--- config.mk ---
export PLATFORM = sky130hd
export DESIGN_NAME = pooling_max_unit
export DESIGN_NICKNAME = d
export VERILOG_FILES = /design/src/rtl/pooling_pkg.sv /design/src/rtl/pooling_fp_max.sv /design/src/rtl/pooling_max_unit.sv
export SDC_FILE = /design/constraint.sdc
export NUM_CORES = 2
export LEC_CHECK = 0
export ABC_AREA = 0
export BUFFER_PORTS_ARGS = -buffer_cell sky130_fd_sc_hd__buf_4
export CAP_MARGIN = 15
export CORE_MARGIN = 2
export CORE_UTILIZATION = 68
export CTS_CLUSTER_DIAMETER = 120
export DETAILED_ROUTE_END_ITERATION = 12
export PLACE_DENSITY = 0.9
export SLEW_MARGIN = 20
export SYNTH_ARGS = -nofsm -noshare
export SYNTH_HDL_FRONTEND = slang
export SYNTH_SLANG_ARGS = --single-unit
--- constraint.sdc ---
create_clock -name clk -period 34 [get_ports clk]
set_clock_uncertainty 0.15 [all_clocks]
set_input_delay 3.4 -clock clk [delete_from_list [all_inputs] [get_ports clk]]
set_output_delay 3.4 -clock clk [all_outputs]
set_load 0.05 [all_outputs]
--- src/rtl/pooling_pkg.sv ---
// Shared parameters, derived widths and the float32 ordering key for the
// 2x2 max-pooling datapath.
package pooling_pkg;

  localparam int unsigned DATA_WIDTH     = 32;
  localparam int unsigned TOTAL_FEATURE  = 4;
  localparam int unsigned FEATURE_WIDTH  = 6;
  localparam int unsigned FEATURE_HEIGHT = 6;

  localparam int unsigned FIDX_W = $clog2(TOTAL_FEATURE);
  localparam int unsigned COL_W  = $clog2(FEATURE_WIDTH);
  localparam int unsigned ROW_W  = $clog2(FEATURE_HEIGHT);
  localparam int unsigned PAIRS  = FEATURE_WIDTH / 2;
  localparam int unsigned PAIR_W = $clog2(PAIRS);

  typedef logic [DATA_WIDTH-1:0] word_t;

  // Registered output payload toward the pooling output interface
  typedef struct packed {
    word_t             data;
    logic [FIDX_W-1:0] fidx;
    logic [ROW_W-1:0]  row;
  } pool_out_t;

  // Maps a float32 onto an unsigned key whose ordering matches numeric order,
  // with +0 above -0.
  function automatic word_t fp32_key(input word_t x);
    if (x[DATA_WIDTH-1]) begin
      return ~x;
    end
    return x | {1'b1, {(DATA_WIDTH-1){1'b0}}};
  endfunction

endpackage

--- src/rtl/pooling_fp_max.sv ---
// Combinational float32 maximum; operand a wins when the keys are equal.
module pooling_fp_max
  import pooling_pkg::*;
(
  input  logic [DATA_WIDTH-1:0] a,
  input  logic [DATA_WIDTH-1:0] b,
  output logic [DATA_WIDTH-1:0] max_c
);

  word_t key_a;
  word_t key_b;

  always_comb begin
    key_a = fp32_key(a);
    key_b = fp32_key(b);
    max_c = (key_b > key_a) ? b : a;
  end

endmodule

--- src/rtl/pooling_max_unit.sv ---
// Streaming 2x2 stride-2 max-pooling over a feature-interleaved float32
// stream; one pooled word per feature per column pair on odd rows.
module pooling_max_unit
  import pooling_pkg::*;
(
  input  logic                  clk,
  input  logic                  rst,
  input  logic                  frame_start,
  input  logic                  in_valid,
  input  logic [DATA_WIDTH-1:0] data_in,
  output logic                  out_valid,
  output logic [DATA_WIDTH-1:0] data_out,
  output logic [FIDX_W-1:0]     feature_idx,
  output logic [ROW_W-1:0]      feature_row,
  output logic                  frame_done
);

  logic [FIDX_W-1:0] f_cnt;
  logic [COL_W-1:0]  c_cnt;
  logic [ROW_W-1:0]  r_cnt;

  word_t pair_buf [TOTAL_FEATURE];
  word_t line_buf [TOTAL_FEATURE][PAIRS];

  logic              accept;
  logic              f_last;
  logic              c_last;
  logic              r_last;
  logic              emit;
  logic              store_line;
  logic              store_pair;
  logic [PAIR_W-1:0] pair_idx;
  word_t             pair_rd;
  word_t             line_rd;
  word_t             h_c;
  word_t             res_c;
  pool_out_t         out_q;

  // Position decode; frame_start drops the word presented alongside it
  always_comb begin
    accept     = in_valid && !frame_start;
    f_last     = (f_cnt == FIDX_W'(TOTAL_FEATURE - 1));
    c_last     = (c_cnt == COL_W'(FEATURE_WIDTH - 1));
    r_last     = (r_cnt == ROW_W'(FEATURE_HEIGHT - 1));
    pair_idx   = PAIR_W'(c_cnt >> 1);
    store_pair = accept && !c_cnt[0];
    store_line = accept && c_cnt[0] && !r_cnt[0];
    emit       = accept && c_cnt[0] && r_cnt[0];
    pair_rd    = pair_buf[f_cnt];
    line_rd    = line_buf[f_cnt][pair_idx];
  end

  pooling_fp_max u_h_max (
    .a     (pair_rd),
    .b     (data_in),
    .max_c (h_c)
  );

  pooling_fp_max u_v_max (
    .a     (line_rd),
    .b     (h_c),
    .max_c (res_c)
  );

  // Feature / column / row position counters
  always_ff @(posedge clk or posedge rst) begin
    if (rst) begin
      f_cnt <= '0;
      c_cnt <= '0;
      r_cnt <= '0;
    end else if (frame_start) begin
      f_cnt <= '0;
      c_cnt <= '0;
      r_cnt <= '0;
    end else if (accept) begin
      if (f_last) begin
        f_cnt <= '0;
        if (c_last) begin
          c_cnt <= '0;
          r_cnt <= r_last ? '0 : r_cnt + ROW_W'(1);
        end else begin
          c_cnt <= c_cnt + COL_W'(1);
        end
      end else begin
        f_cnt <= f_cnt + FIDX_W'(1);
      end
    end
  end

  // Horizontal stage: hold the even-column word of each feature
  always_ff @(posedge clk or posedge rst) begin
    if (rst) begin
      for (int unsigned i = 0; i < TOTAL_FEATURE; i++) begin
        pair_buf[i] <= '0;
      end
    end else if (store_pair) begin
      pair_buf[f_cnt] <= data_in;
    end
  end

  // Vertical stage: even-row horizontal maxima wait here for the odd row
  always_ff @(posedge clk or posedge rst) begin
    if (rst) begin
      for (int unsigned i = 0; i < TOTAL_FEATURE; i++) begin
        for (int unsigned j = 0; j < PAIRS; j++) begin
          line_buf[i][j] <= '0;
        end
      end
    end else if (store_line) begin
      line_buf[f_cnt][pair_idx] <= h_c;
    end
  end

  // Output register; payload holds between results
  always_ff @(posedge clk or posedge rst) begin
    if (rst) begin
      out_valid  <= 1'b0;
      frame_done <= 1'b0;
      out_q      <= '0;
    end else begin
      out_valid  <= emit;
      frame_done <= emit && f_last && c_last && r_last;
      if (emit) begin
        out_q.data <= res_c;
        out_q.fidx <= f_cnt;
        out_q.row  <= r_cnt;
      end
    end
  end

  assign data_out    = out_q.data;
  assign feature_idx = out_q.fidx;
  assign feature_row = out_q.row;

endmodule
**Word-level counts from Yosys, hierarchy flattened**

Cells that the tools add are included.

- $add $sub $neg: 3
- $lt $le $gt $ge: 6
- Eq/ne operators: 3
- Mux-type cells: 43
- Bitwise gates (word level): 6
- Reduce and logical (&&, ||, !) cells: 18

Operator list:

| kind | number |
|---|---|
| 32-bit two-way mux | 16 |
| 384-bit bitwise mux | 1 |
| 96-bit two-way mux | 3 |
| 96-bit binary-select mux with 2-bit select | 1 |
| 96-bit demux with 2-bit select | 1 |
| 32-bit binary-select mux with 2-bit select | 2 |
| 128-bit bitwise mux | 1 |
| 32-bit demux with 2-bit select | 2 |
| 32-bit inverter | 4 |
| 32-bit > comparator | 2 |
| 3-bit two-way mux | 9 |
| 1-bit logical AND | 10 |
| 3-bit by 1-bit adder with 3-bit output (second input constant) | 2 |
| 3-bit equality test (second input constant) | 2 |
| 3-bit >= comparator (second input constant) | 2 |
| 3-bit by 1-bit less-than comparator with 1-bit output (second input constant) | 2 |
| 2-bit two-way mux | 3 |
| 2-bit inverter with 3-bit output | 2 |
| 2-bit nonzero test | 3 |
| 1-bit two-way mux | 4 |
| 1-bit zero test | 3 |
| 3-bit AND reduction | 1 |
| 2-bit by 1-bit adder with 2-bit output (second input constant) | 1 |
| 2-bit equality test (second input constant) | 1 |
| 2-bit AND reduction | 1 |

- Bits in registers: 559
- Input bits: 36
- Output and inout bits: 39
- Logic and storage cells: 103

**Depth between registers and ports, before layout**

- Word-level depth: 14
- Gate-level depth with buffers: 28
- Depth with buffers taken out: 18

**By module**

A second synthesis with hierarchy kept.

- Cells, all modules: 1,893
- Area total of the unflattened synthesis: 28,274.6 sq um

Modules (own cells, without submodules):

| module | instances | cells an instance | area each (sq um) | seq. area each (sq um) |
|---|---|---|---|---|
| pooling_max_unit | 1 | 1,522 | 24,860.1 | 13,988.4 |
| pooling_fp_max at u_v_max | 1 | 188 | 1,732.9 | 0.0 |
| pooling_fp_max at u_h_max | 1 | 183 | 1,681.6 | 0.0 |

**Worst setup path before layout**

Ideal clock, no wire load.

- Path kind: in2reg
- Start: in data_in[31]
- End: reg out_q (netlist bit data_out[19])
- Setup time: 0.139 ns
- Data arrival time: 8.845 ns
- Data required time: 33.711 ns
- Slack: 24.866 ns
- Stages: 24
- Buffers on the path: 7
- Cells stage by stage: clkbuf_1 -> clkbuf_1 -> xor2_1 -> ha_1 -> a21oi_1 -> o21ai_0 -> a221o_1 -> a2111o_1 -> o21ai_2 -> buf_6 -> mux2i_1 -> buf_4 -> buf_6 -> xor2_1 -> ha_1 -> a21oi_1 -> nand2_1 -> a221o_1 -> a211o_1 -> a2111oi_2 -> or3_1 -> clkbuf_1 -> clkbuf_1 -> o211ai_1

- Word-level cells in the longest chain between the ends: 10
- Elaborated cells on any way between the ends: 12
- Those cells by class: 2 x order compare; 8 x mux; 2 x bitwise

Ends and longest elaborated chain:

| item | line | source |
|---|---|---|
| start, declared | pooling_max_unit.sv:10 | `input logic [DATA_WIDTH-1:0] data_in,` |
| 32-bit inverter | pooling_pkg.sv:29 | `return ~x;` |
| 32-bit two-way mux | pooling_pkg.sv:28 | `if (x[DATA_WIDTH-1]) begin` |
| 32-bit two-way mux | pooling_pkg.sv:31 | `return x \| {1'b1, {(DATA_WIDTH-1){1'b0}}};` |
| 32-bit > comparator | pooling_fp_max.sv:16 | `max_c = (key_b > key_a) ? b : a;` |
| 32-bit two-way mux (*) | pooling_fp_max.sv:16 |  |
| 32-bit inverter | pooling_pkg.sv:29 |  |
| 32-bit two-way mux | pooling_pkg.sv:28 |  |
| 32-bit two-way mux | pooling_pkg.sv:31 |  |
| 32-bit > comparator | pooling_fp_max.sv:16 |  |
| 32-bit two-way mux (*) | pooling_fp_max.sv:16 |  |
| end, declared | pooling_max_unit.sv:37 | `pool_out_t out_q;` |

Every way passes the cells marked *; elsewhere a longest branch is shown, timed or not. The select of a mux whose other input is x is not followed.
A chain may end at the register's enable or synchronous reset.

**Final worst setup path**

- Start: in data_in[31]
- End: reg out_q (netlist bit data_out[23])

Same word-level chain as after synthesis.

==> key figures <==
Timing
  – Relative max-transition margin: 0.247
  – Final Max Tran Viols: 0
  – Final hold violation count: 0
  – Final period util: 0.304
  – Min Tclk post-route: 10.32 ns
  – Worst-Margin Slew: about 1.1 ns
  – RSZ-0062 raised after global routing: false
  – Peak Freq: approximately 97 MHz
  – Final setup vio count: 0
  – Final setup TNS: 0 ns

CTS
  – Clock Pin Slew Worst Setup and Hold Paths: roughly 0.06 ns
  – Clock tree from TritonCTS: done
  – CTS max path bufs: 3
  – Cts bufs inserted: 53
  – Clk Latency, worst-skew pair: roughly 0.63 ns
  – CTS Root Cell: clkbuf_16
  – Post-CTS Setup Repair Bufs: 0
  – Num Clock Sinks: between 500 and 600
  – H-tree Lvls: 2
  – Post_cts resized: 0
  – # hold bufs at CTS: 0

Floorplan
  – Row cnt: 72
  – Initial Util: 0.693
  – Ports: 75
  – Core ar.: between 30000 and 40000 um^2
  – Die height: 203 um
  – Die area: between 40000 and 50000 um^2
  – Die width: just over 200 um

Routing
  – DR WL/cell: around 28 um
  – Via count: approximately 21000
  – Drt drc: 0
  – First-pass detailed-route iteration total: 8
  – Total Wirelength: around 81 mm
  – DR iter-0 viols: slightly below 3000
  – Antenna Violating Nets Remaining: 0
  – DR vias/cell: around 7.3

Layout
  – Final non-filler cell total: 2912
  – Final instance area: just under 30000 um^2
  – Share of post-route cells with drive strength above 1: 0.212
  – # diodes: 0
  – Reg area: approximately 14000 um^2
  – Filler Cells Inserted: approximately 1900
  – Synth-to-Final Area Change: 10.3%
  – Area of the multi-input gates: 12200 um^2
  – Final #Nets: ~2500

Job
  – Number of max-cap violations: 0

Synthesis
  – Mapped cell area: around 27000 um^2
  – Main synth FF type: dfrtp_1
  – Syn Nets: 2474
  – Share of the synthesized area in the top cell type: 0.520
  – Cells after synthesis: approximately 2400
  – FF+latch count, synth: between 500 and 600
  – Syn Area/Cell: 11.4 um^2
  – Asr flop ratio synth: 1.00
  – Synth Warn #: 0
  – Post-synth top area cell: dfrtp_1
  – Largest cells by area after synthesis: dfrtp_1 52%, mux4_2 11%, o21ai_0 7.9%
  – Post-synth EDFFs: 0
  – Seq/Total Area, Yosys: 0.520
  – Netlist cell types: 45

Worst setup path
  – Arr. time, crit path: about 11 ns
  – Crit path launch type: input pin
  – Crit. End Element: flop
  – CP max stage cell: mux2i_1
  – Crit path buffers/inverters: 2
  – Max incr delay on CP: approximately 0.90 ns
  – Family with the most delay on the worst path: compound AO/OA/AOI/OAI gates
  – Worst-path cell chain: buf_4, xor2_1, ha_1, a21oi_1, nand2_1, a221o_1, a2111o_1, o21ai_4, buf_4, mux2i_1, xor2_1, ha_1, a21oi_1, o21ai_0, a221o_1, a211o_1, a2111oi_4, or3_2, o211ai_1
  – CP Max Fanout: 37
  – CP Class: in2reg
  – Critical Path RT: roughly 34 ns

Place
  – Placed Area: between 20000 and 30000 um^2
  – Placed insts: between 2000 and 3000
  – HPWL Detailed: between 40 and 50 mm
  – PortBufs: 74
  – Routability Congestion: around 0.87

Global route
  – Grt ovf: 0
  – GRT Util Overall: 0.403
  – Antenna violations before repair: 0
  – Largest net degree at the start of global routing: around 130
  – First-pass GRT wire length: roughly 130 mm
  – Number of global-route vias before repair: between 20000 and 25000

Power
  – Max VDD drop: just under 0.00006 V
  – Pleak: ~13 nW
  – Power per cell area: about 65 nW/um^2

Run status
  – Status: finished, final reports clean

Hold path
  – Hold Crit Class: reg2reg
[layout by cell type, fill, tap and decap left out, types with 6 or more instances in the layout]
master	netlist	final
bufinv_16	0	7
nor2_1	17	17
o21ai_0	422	422
nand2_1	490	478
nand4_1	7	7
mux2_2	128	128
xnor2_1	63	63
xor2_1	63	63
mux2i_2	1	10
clkinv_2	0	16
ha_1	68	68
clkbuf_16	0	55
nor3_1	7	6
clkbuf_8	0	12
dfrtp_1	559	556
buf_4	5	122
nand3_1	8	8
nand2_2	0	12
mux2i_1	65	55
mux4_2	128	128
o211ai_1	65	65
a21oi_1	30	30
[area by class of cell]
cell class                      count  area share
Clock buffer                       71      0.0525
Clock inverter                     28      0.0111
Inverter                            7     0.00114
Multi-Input combinational cell   1606       0.410
Sequential cell                   559       0.472
Tap cell                          518      0.0219
Timing Repair Buffer              123      0.0316
[worst paths after layout]
path / from / endpoint / slack (ns) / depth (start not counted)
max reg2reg: f_cnt[0] / data_out[23] / 24.66 / 19
min: line_buf[340] / line_buf[340] / 0.33 / 2
min reg2reg: line_buf[340] / line_buf[340] / 0.33 / 2
max in group asynchronous: rst / line_buf[187] / 28.39 / 4
max: data_in[31] / data_out[23] / 23.68 / 19
min in group asynchronous: rst / frame_done / 2.80 / 2
[power breakdown]
group,internal (mW),total [mW],switching (mW)
Combinational,0.205,0.548,0.343
Clock,0.375,0.645,0.270
Sequential,0.710,0.745,0.0353
[worst min-delay path: stages, from the launching register on]
cell	delay, ns
dfrtp_1	0.34
nand2_1	0.04
o21ai_0	0.06
[logic make-up (layout without fill, tap and decap cells)]
group           Yosys count  in the layout  share of synthesized area
flops                   559            559                      0.520
simple gates            554            554                     0.0816
compound gates          536            536                      0.108
mux                     322            322                      0.185
buf+inv                 205            229                     0.0325
xor+xnor                126            126                     0.0410
fa+ha+maj                68             68                     0.0316
[synthesized netlist by cell type, types with 2 or more instances]
library cell,count
buf_6,4
and4_1,5
xnor2_1,63
ha_1,68
nor2_1,17
nand3_1,8
and2_0,4
inv_1,6
mux2i_1,65
o211ai_1,65
nor2b_1,4
mux2_2,128
buf_4,5
a21oi_1,30
and2_1,4
buf_1,17
xor2_1,63
dfrtp_1,559
clkbuf_2,28
clkbuf_1,127
nand4_1,7
nand2b_1,2
a21o_1,4
or3_1,2
buf_2,17
o21ai_0,422
nor3_1,7
nand2_1,490
o21ai_1,5
a221o_1,2
mux4_2,128
[sequential cells by signal, indices dropped and copies added (netlist names)]
signal,cells
line_buf,384
out_valid,1
feature_row,3
pair_buf,128
frame_done,1
c_cnt,3
data_out,32
f_cnt,2
feature_idx,2
r_cnt,3
[metal layers]
layer,share of wire,GRT usage,up-vias
met5,0,0,-
met4,0.068,0.261,0
met3,0.14,0.120,569
met2,0.47,0.637,1902
met1,0.32,0.488,10400
li1,-,-,8302
[metrics by stage]
step	utilization	power (mW)	hold WS, ns	setup WS (ns)
finish	0.764	1.94	0.329	23.68
detailed placement	0.714	1.24	0.315	23.29
global placement	0.714	1.20	0.306	23.68
floorplan	-	1.10	0.295	14.82
global route	0.764	2.00	0.347	23.52
CTS	0.763	1.90	0.331	23.64
Power figures use the tool's default switching activity.
